File: config.mk
export PLATFORM = sky130hd
export DESIGN_NAME = spi_addr_master
export DESIGN_NICKNAME = d
export VERILOG_FILES = /design/src/rtl/spi_addr_master.sv
export SDC_FILE = /design/constraint.sdc
export NUM_CORES = 1
export LEC_CHECK = 0
export BUFFER_PORTS_ARGS = -buffer_cell sky130_fd_sc_hd__buf_2
export CAP_MARGIN = 15
export CORE_UTILIZATION = 58
export DETAILED_ROUTE_END_ITERATION = 10
export GPL_TIMING_DRIVEN = 0
export HOLD_SLACK_MARGIN = 0.03
export PLACE_DENSITY = 0.9
export SLEW_MARGIN = 20
export SYNTH_ARGS = -nofsm -noshare
export SYNTH_HDL_FRONTEND = slang
export SYNTH_SLANG_ARGS = --single-unit
File: constraint.sdc
create_clock -name clock -period 5.3 [get_ports clock]
set_clock_uncertainty 0.05 [all_clocks]
set_input_delay 1.325 -clock clock [delete_from_list [all_inputs] [get_ports clock]]
set_output_delay 1.325 -clock clock [all_outputs]
set_load 0.02 [all_outputs]
File: src/rtl/spi_addr_master.sv
`timescale 1ns/1ps
// SPI register-access master (CPOL=0/CPHA=0).
// Sends a 16-bit command word {rd, wr, autoinc, addr} followed by back-to-back
// 16-bit data slots, then a short sck tail, cs hold and inter-frame gap.
module spi_addr_master #(
   parameter int CLKDIV    = 2,   // clocks per sck half-period (>= 1)
   parameter int RD_LAT    = 1,   // leading read slots discarded
   parameter int TAIL_CLKS = 1    // extra sck pulses before cs rises
) (
   input  logic        clock,
   input  logic        reset_n,
   input  logic        start,
   input  logic        rd,
   input  logic        wr,
   input  logic        autoinc,
   input  logic [12:0] addr,
   input  logic [7:0]  count,
   input  logic [15:0] wdata,
   output logic        wdata_ack,
   output logic [15:0] rdata,
   output logic        rdata_valid,
   output logic        busy,
   output logic        done,
   output logic        sck,
   output logic        mosi,
   output logic        cs,
   input  logic        miso
);

   localparam int              DW        = (CLKDIV > 1) ? $clog2(CLKDIV) : 1;
   localparam logic [DW-1:0]   DIV_LAST  = DW'(CLKDIV - 1);
   // Word index covers command word plus up to 255+RD_LAT data slots.
   localparam int              SW        = 10;
   localparam logic [SW-1:0]   RDL       = SW'(RD_LAT);
   localparam logic [7:0]      TAIL_LAST = 8'((TAIL_CLKS > 0) ? TAIL_CLKS - 1 : 0);

   typedef enum logic [2:0] {IDLE, CS_SETUP, SHIFT, TAIL, CS_HOLD, GAP} state_t;

   state_t          state, state_nxt;
   logic [DW-1:0]   div_cnt;
   logic [3:0]      bit_cnt;
   logic [SW-1:0]   word_idx;
   logic [SW-1:0]   nslots;
   logic [7:0]      tail_cnt;
   logic [7:0]      cnt_q;
   logic            rd_q, wr_q;
   logic [15:0]     sh, rx;
   logic            gap_half;
   logic            tick, rise, fall, sample, deliver, word_end, more, wslot;

   // Half-period strobe and sck edge decode.
   assign tick     = (state != IDLE) && (div_cnt == DIV_LAST);
   assign rise     = tick && !sck && (state inside {CS_SETUP, SHIFT, TAIL});
   assign fall     = tick &&  sck && (state inside {SHIFT, TAIL});
   assign sample   = rise && (state != TAIL);
   assign word_end = fall && (state == SHIFT) && (bit_cnt == 4'hF);
   // Word 0 is the command; word k carries data slot k-1.
   assign nslots   = {2'b00, cnt_q} + (rd_q ? RDL : '0);
   assign more     = word_idx < nslots;
   // Slot being loaded next has index word_idx.
   assign wslot    = wr_q && (word_idx < {2'b00, cnt_q});
   assign deliver  = sample && rd_q && (bit_cnt == 4'hF) && (word_idx > RDL);

   // State register.
   always_ff @(posedge clock or negedge reset_n) begin
      if (!reset_n) state <= IDLE;
      else          state <= state_nxt;
   end

   // Next-state decode.
   always_comb begin
      state_nxt = state;
      unique case (state)
         IDLE:     if (start)                           state_nxt = CS_SETUP;
         CS_SETUP: if (tick)                            state_nxt = SHIFT;
         SHIFT:    if (word_end && !more)               state_nxt = (TAIL_CLKS > 0) ? TAIL : CS_HOLD;
         TAIL:     if (fall && tail_cnt == TAIL_LAST)   state_nxt = CS_HOLD;
         CS_HOLD:  if (tick)                            state_nxt = GAP;
         GAP:      if (tick && gap_half)                state_nxt = IDLE;
         default:                                       state_nxt = IDLE;
      endcase
   end

   // Datapath: divider, shifters, counters and registered SPI/host outputs.
   always_ff @(posedge clock or negedge reset_n) begin
      if (!reset_n) begin
         div_cnt     <= '0;
         bit_cnt     <= '0;
         word_idx    <= '0;
         tail_cnt    <= '0;
         cnt_q       <= '0;
         rd_q        <= 1'b0;
         wr_q        <= 1'b0;
         sh          <= '0;
         rx          <= '0;
         gap_half    <= 1'b0;
         cs          <= 1'b1;
         sck         <= 1'b0;
         mosi        <= 1'b0;
         busy        <= 1'b0;
         done        <= 1'b0;
         wdata_ack   <= 1'b0;
         rdata_valid <= 1'b0;
         rdata       <= '0;
      end else begin
         done        <= 1'b0;
         wdata_ack   <= 1'b0;
         rdata_valid <= 1'b0;

         if (state == IDLE || tick) div_cnt <= '0;
         else                       div_cnt <= div_cnt + 1'b1;

         if (state == IDLE && start) begin
            rd_q     <= rd;
            wr_q     <= wr;
            cnt_q    <= count;
            sh       <= {rd, wr, autoinc, addr};
            mosi     <= rd;
            cs       <= 1'b0;
            busy     <= 1'b1;
            word_idx <= '0;
            bit_cnt  <= '0;
            tail_cnt <= '0;
            gap_half <= 1'b0;
         end

         if (rise) sck <= 1'b1;
         if (sample) rx <= {rx[14:0], miso};
         if (deliver) begin
            rdata       <= {rx[14:0], miso};
            rdata_valid <= 1'b1;
         end

         if (fall) begin
            sck <= 1'b0;
            if (state == TAIL) begin
               tail_cnt <= tail_cnt + 1'b1;
            end else if (bit_cnt == 4'hF) begin
               bit_cnt <= '0;
               if (more) begin
                  word_idx <= word_idx + 1'b1;
                  if (wslot) begin
                     sh        <= wdata;
                     mosi      <= wdata[15];
                     wdata_ack <= 1'b1;
                  end else begin
                     sh   <= '0;
                     mosi <= 1'b0;
                  end
               end else begin
                  mosi <= 1'b0;
               end
            end else begin
               bit_cnt <= bit_cnt + 1'b1;
               sh      <= {sh[14:0], 1'b0};
               mosi    <= sh[14];
            end
         end

         if (state == CS_HOLD && tick) begin
            cs   <= 1'b1;
            done <= 1'b1;
         end

         if (state == GAP && tick) begin
            gap_half <= 1'b1;
            if (gap_half) busy <= 1'b0;
         end
      end
   end

endmodule

==> results_dict.tcl, run 1 <==
set metrics [dict create \
    vias_per_cell 6.074 \
    clock_power_share_pct 21.6 \
    hp-class "reg2reg" \
    place.gp.congestion 0.9095 \
    pwr-share-seq_pct 42.6 \
    finalHoldViolations 0 \
    async_flop_share_pct 100.0 \
    detail-route-antenna-nets 0 \
    report.final.slew_viol_count 0 \
    initial_core_util_pct 60.00 \
    critPathSlowestCell "dfrtp_1" \
    yosysMostFrequentCell "dfrtp_1" \
    worst_slack_ns 1.916 \
    grt_usage_pct 26.78 \
    cts_tree "yes" \
    port_buffers 66 \
    ctsHoldBuffers 0 \
    synthesis.area_sq_um 4930 \
    yosys_warnings 0 \
    num_rows 33 \
    crit_path_start_kind "register" \
    p_int_mw 1.425 \
    cts_setup_buffers 0 \
    fin_cells 687 \
    sw_frac_of_total_pct 38.97 \
    peakVddDrop_v 0.0002738 \
    synth_cell_types 48 \
    syn-num-nets 567 \
    dp.cells 671 \
    synth-main-ff-cell "dfrtp_1" \
    dr_total_vias 4173 \
    synth_top_area_cell "dfrtp_1" \
    drt_wl_total_mm 11.32 \
    fin_crit_sh_pct 63.85 \
    clock_path_buffers 2 \
    clockRootBuffer "clkbuf_8" \
    totalPowerFinal_mw 2.335 \
    worst_pin_slew_ns 0.6313 \
    synthTopCellsByCount "89 x dfrtp_1, 47 x nor2_1, 46 x nand2_1" \
    dp_hpwl_mm 8.226 \
    cp_cell_sequence "ha_1, ha_1, nand3_1, nor3_1, xnor2_1, ha_1, a21o_1, a211oi_1, o31a_1, buf_2, buf_1, nand4_1, o21ai_0" \
    synth_seq_cells 90 \
    wl_per_cell_microns 16.48 \
    combPwrFrac_pct 35.8 \
    area_growth_pct 14.21 \
    avgSynthCellArea_sq_um 9.879 \
    path_max_fanout 10 \
    drc 0 \
    min_period_ns 3.384 \
    seq_area_frac_synth_pct 45.71 \
    synth_top_area_share_pct 45.18 \
    cts_resized 0 \
    outcome "finished clean" \
    final_nets 645 \
    maxCapViolCount 0 \
    dr.pass1.iters 5 \
    rsz0062_at_grt "no" \
    cts.htree.levels 3 \
    leakage_nw 2.777 \
    drtIter0Drc 286 \
    antenna_found_initial 0 \
    synth_edf_count 0 \
    setup_viol 0 \
    critical_path_class "reg2reg" \
    grt_start_max_net_pins 50 \
    crit_path_max_incr_delay_ns 0.50 \
    grt_pass1_vias 4024 \
    final_area_sq_um 5630 \
    num_antenna_cells 0 \
    die_area_sq_um 8872 \
    preCtsSetupSlack_ns 2.037 \
    setup-tns-final_ns 0 \
    grt_overflow 0 \
    clk_pin_slew_ns 0.10 \
    insertion_delay_ns 0.37 \
    cpMostUsedCell "ha_1" \
    required_ns 5.54 \
    max_freq_ghz 0.2955 \
    drive_above_1_share_pct 23.88 \
    end_kind "register" \
    clock-sinks 90 \
    core_sq_um 8217 \
    yosys-top-cells-area "dfrtp_1 45%, ha_1 6.1%, mux2_2 5.5%, mux2i_1 5.1%, nand4_1 3.9%" \
    dieWidth_microns 94.19 \
    die_h_microns 94.19 \
    arrival_ns 3.62 \
    place_area_sq_um 5414 \
    slew_headroom_pct 57.76 \
    power_density_nw_per_um2 414.7 \
    cts_buffers 9 \
    grt_pass1_wl_mm 18.28 \
    p_sw_mw 0.9101 \
    io_pins 67 \
    synthCells 499 \
]
[critical path: cells and delay by family (launching register included)]
kind                     cells  cell delay, ns
AO/OA/AOI/OAI                4            0.87
adder cells (fa/ha/maj)      3            0.61
AND/OR/NAND/NOR              3            0.60
buffers and inverters        2            0.56
flip-flops                   1            0.50
XOR/XNOR                     1            0.12
[cell families (layout without fill, tap and decap cells)]
group                      count (synthesis)  after routing  share of synthesized area, %
xor gates and xnor gates                   8              8                         1.421
muxes                                     58             58                         13.30
DFF                                       90             90                         45.71
and+or+nand+nor                          196            196                         20.08
adders and majority gates                 24             24                         6.091
AOI/OAI and AO/OA                         82             82                         9.619
buffers and inverters                     41            124                         3.781
[registers in the layout, summed over array words and instances (netlist names), 3 cells and up]
signal and flops:
bit_cnt 4, cnt_q 8, rdata 16, rx 15
sh 15, state 3, tail_cnt 8, word_idx 10
[worst paths after layout]
kind                       depth (start not counted)     start  slack (ns)  endpoint
max in group asynchronous                          2   reset_n        3.61        cs
setup / recovery                                  13      rd_q        1.92     sh[0]
min in group asynchronous                          1   reset_n        0.90  rdata[4]
hold reg to reg                                    1  rdata[0]        0.46  rdata[0]
hold / removal                                     1  rdata[0]        0.46  rdata[0]
setup reg to reg                                  13      rd_q        1.92     sh[0]
[placed cells by master, fill, tap and decap left out, types with 9 or more instances in the layout]
| cell type | instances |
|---|---|
| nand3_1 | 25 |
| mux2i_1 | 25 |
| dfrtp_1 | 89 |
| inv_1 | 15 |
| ha_1 | 24 |
| nor2_1 | 47 |
| nand4_1 | 31 |
| o21ai_0 | 37 |
| mux2_2 | 24 |
| nand2_1 | 46 |
| buf_2 | 78 |
| nand2b_1 | 9 |
| a21oi_1 | 21 |
| nor3_1 | 11 |
| mux2_4 | 9 |
| clkbuf_8 | 9 |
[routing by layer]
| metal | GRT usage [%] | up-vias | wire length (microns) |
|---|---|---|---|
| li1 | - | 1949 | - |
| met1 | 32.93 | 2046 | 4718 |
| met2 | 45.47 | 152 | 5719 |
| met3 | 4.612 | 26 | 631 |
| met4 | 12.56 | 0 | 251 |
| met5 | 0 | - | 0 |
[power groups by stage]
stage / Sequential, mW / Clock, mW / Combinational [mW]
6_report: 0.995 / 0.504 / 0.837
5_1_grt: 1.01 / 0.540 / 0.943
4_1_cts: 0.990 / 0.510 / 0.835
3_5_place_dp: 1.00 / 0 / 0.826
3_3_place_gp: 0.988 / 0 / 0.781
2_1_floorplan: 0.980 / 0 / 0.611
[final cells by class]
type	instances	area, sq um
plain buffers	25	125.1
clock buffers	9	123.9
clock inverters	7	92.59
fillers	645	2586
inverters	16	61.31
multi-input cells	368	2490
flip-flops and latches	90	2253
well taps	105	131.4
repair buffers	67	352.8
[through the flow]
stage | utilization [%] | hold slack, ns
floorplan | - | 0.3876
finish | 68.52 | 0.4582
detailed placement | 65.89 | 0.4369
global route | 68.52 | 0.4849
CTS | 68.52 | 0.4614
global placement | 65.62 | 0.4252
No activity file was read; power rests on OpenSTA's default activity.
==> inputs of run 2 (changes only) <==
--- a/config.mk
+++ b/config.mk
@@ -5,13 +5,14 @@
 export SDC_FILE = /design/constraint.sdc
 export NUM_CORES = 1
 export LEC_CHECK = 0
+export ABC_AREA = 1
 export BUFFER_PORTS_ARGS = -buffer_cell sky130_fd_sc_hd__buf_2
 export CAP_MARGIN = 15
-export CORE_UTILIZATION = 58
+export CORE_UTILIZATION = 53
 export DETAILED_ROUTE_END_ITERATION = 10
 export GPL_TIMING_DRIVEN = 0
 export HOLD_SLACK_MARGIN = 0.03
-export PLACE_DENSITY = 0.9
+export PLACE_DENSITY = 0.87
 export SLEW_MARGIN = 20
 export SYNTH_ARGS = -nofsm -noshare
 export SYNTH_HDL_FRONTEND = slang
==> constraint.sdc (replaced) <==
create_clock -name clock -period 2.9 [get_ports clock]
set_clock_uncertainty 0.05 [all_clocks]
set_input_delay 0.725 -clock clock [delete_from_list [all_inputs] [get_ports clock]]
set_output_delay 0.725 -clock clock [all_outputs]
set_load 0.02 [all_outputs]
==> run 2 against run 1 <==
Synthesized cell count rose by 26%; sequential cell count stayed put; via count grew 8.3%; sequential power up 83%; largest power group unchanged.
==> results_dict.tcl, run 2 <==
set metrics [dict create \
    slew_headroom_pct 61.35 \
    critical_path_class "reg2reg" \
    port_buffers 66 \
    critPathBufInv 2 \
    core_sq_um 9284 \
    required_ns 3.16 \
    grt_start_max_net_pins 53 \
    synth_top_area_share_pct 43.72 \
    yosys_warnings 0 \
    syn-num-nets 699 \
    drt_wl_total_mm 12.27 \
    crit_path_max_incr_delay_ns 0.43 \
    synth_fa_ha_area_share_pct 5.895 \
    end_kind "register" \
    drtIter0Drc 299 \
    dp_hpwl_mm 8.526 \
    synth_compound_area_share_pct 11.30 \
    outcome "finished clean" \
    preCtsSetupSlack_ns 0.05843 \
    synth_edf_count 0 \
    synthTopCellsByCount "199 x nand2_1, 89 x dfrtp_1, 65 x inv_1" \
    grt_overflow 0 \
    post-route-util_pct 64.72 \
    hp-class "in2async" \
    grt_pass1_wl_mm 19.75 \
    multi_input_area_sq_um 2545 \
    leakage_nw 3.077 \
    die_h_microns 100.0 \
    yosysMostFrequentCell "nand2_1" \
    synth-main-ff-cell "dfrtp_1" \
    drc 0 \
    synthXorXnorAreaFrac_pct 1.204 \
    antenna_found_initial 0 \
    crit_path_start_kind "register" \
    worst_pin_slew_ns 0.5797 \
    worst_slack_ns 0.1218 \
    report.final.slew_viol_count 0 \
    final_area_sq_um 6008 \
    avgSynthCellArea_sq_um 8.072 \
    wl_per_cell_microns 14.39 \
    die_area_sq_um 10010 \
    fill_cells 785 \
    clock-sinks 90 \
    synth-simple-area-share_pct 28.94 \
    synthCells 631 \
    synthesis.area_sq_um 5094 \
    setup_viol 0 \
    num_rows 35 \
    register_area_sq_um 2253 \
    min_period_ns 2.778 \
    final_nets 787 \
    seq_area_frac_synth_pct 44.24 \
    path_depth 15 \
    final_cell_mix "195 x nand2_1, 89 x dfrtp_1, 72 x buf_2" \
    max_freq_ghz 0.3599 \
    cts.htree.levels 3 \
    power_density_nw_per_um2 743.5 \
    critical_path.top_delay_family "simple AND/OR/NAND/NOR gates" \
    r2r_slack_ns 0.12 \
    dieWidth_microns 100.0 \
    top_regs "rdata (16), rx (15), sh (15)" \
    cts_buffers 9 \
    yosys-top-cells-area "dfrtp_1 44%, nand2_1 15%, ha_1 5.9%, nand3_1 5.0%, inv_1 4.8%" \
    largest_reg_flops 16 \
    insertion_delay_ns 0.37 \
    peakVddDrop_v 0.0004610 \
    dr.pass1.iters 5 \
    place.gp.congestion 0.8712 \
    synth_top_area_cell "dfrtp_1" \
    cp_cell_sequence "ha_2, nand3_4, nor2_4, nand2_2, nor3_2, xor2_1, ha_1, nand2_2, inv_2, a21oi_4, nand3_4, nor2_4, buf_4, nand3_1, nand3_1" \
    vias_per_cell 5.298 \
    critPathSlowestCell "dfrtp_1" \
    initial_core_util_pct 54.87 \
    clk_pin_slew_ns 0.10 \
    arrival_ns 3.04 \
    layout.cells.most_common "nand2_1" \
    synth_cell_types 45 \
    drive_above_1_share_pct 24.59 \
    grt_usage_pct 24.65 \
    synth_top_family_by_area "simple AND/OR/NAND/NOR gates" \
    num_antenna_cells 0 \
    fin_crit_sh_pct 95.80 \
    top_register "rdata" \
    io_pins 67 \
    totalPowerFinal_mw 4.467 \
    place_area_sq_um 5615 \
    detail-route-antenna-nets 0 \
    cts_tree "yes" \
    hold_ws_ns 0.2746 \
    clock_path_buffers 2 \
    dr_total_vias 4519 \
    grt_pass1_vias 4418 \
    clockRootBuffer "clkbuf_8" \
    path_max_fanout 6 \
    maxCapViolCount 0 \
    ctsHoldBuffers 0 \
    area_growth_pct 17.96 \
    finalHoldViolations 0 \
    synth_seq_cells 90 \
    rr_worst_depth 15 \
    async_flop_share_pct 100.0 \
    synthMuxAreaShare_pct 0.1965 \
]
## run 2: cell types whose count changed after synthesis, sizes merged, moves of 9 or more
cell	previous run	this run
inv	15	74
mux2	33	0
nand4	32	5
o21ai	37	53
nand2b	9	0
nand2	46	207
mux2i	25	1
nand3	25	54
## run 2: cell type report
type,instances,area share (%)
buffer,17,2.228
clock buffer,9,2.062
clock inverter,7,1.145
inverter,74,4.748
multi-input combinational,452,42.36
sequential,90,37.51
tap,129,2.686
timing repair buffer,75,7.268
## run 2: timing repair
| item | in CTS | in global routing |
|---|---|---|
| pin swaps | 0 | 16 |
| setup endpoints to repair | 1 | 27 |
| gates resized for setup | 1 | 26 |
| buffers inserted | 0 | 8 |
| cloned | 0 | 2 |
## run 2: power breakdown
part	total [mW]	switching, mW	internal [mW]	leakage [nW]
clock network	0.863	0.525	0.338	0.0997
logic	1.79	1.14	0.645	1.79
registers	1.82	0.249	1.57	1.18
total	4.47	1.92	2.55	3.08
## run 2: worst reg2reg max path, stage by stage, from the launching register on
cell	delay [ns]
dfrtp_1	0.43
ha_2	0.25
nand3_4	0.10
nor2_4	0.13
nand2_2	0.07
nor3_2	0.18
xor2_1	0.19
ha_1	0.26
nand2_2	0.11
inv_2	0.06
a21oi_4	0.19
nand3_4	0.17
nor2_4	0.22
buf_4	0.17
nand3_1	0.07
nand3_1	0.08
## run 2: logic make-up after synthesis
group	after synthesis
compound gates	92
mux	1
simple gates	326
fa+ha+maj	24
xor+xnor	7
buf+inv	91
flops	90
## run 2: path summary, 6_finish.rpt
kind,start,to
setup / recovery,cnt_q[0],sh[4]
hold / removal,reset_n,cnt_q[5]
setup reg to reg,cnt_q[0],sh[4]
hold reg to reg,rdata[7],rdata[7]
max in group asynchronous,reset_n,sh[5]
min in group clock,rdata[7],rdata[7]
## run 2: metal layers
layer / vias up / track usage, % / part of all wire [%]
met1: 2142 / 30.71 / 43
met2: 150 / 43.24 / 50
li1: 2202 / - / -
met3: 25 / 5.014 / 5.2
met5: - / 0 / 0
met4: 0 / 7.581 / 1.9
## run 2: through the flow
stage                     cells  setup TNS, ns
after floorplan             631              0
after global placement      826              0
after detailed placement    827              0
after CTS                   843              0
after global routing        853        -0.1163
final                       853              0
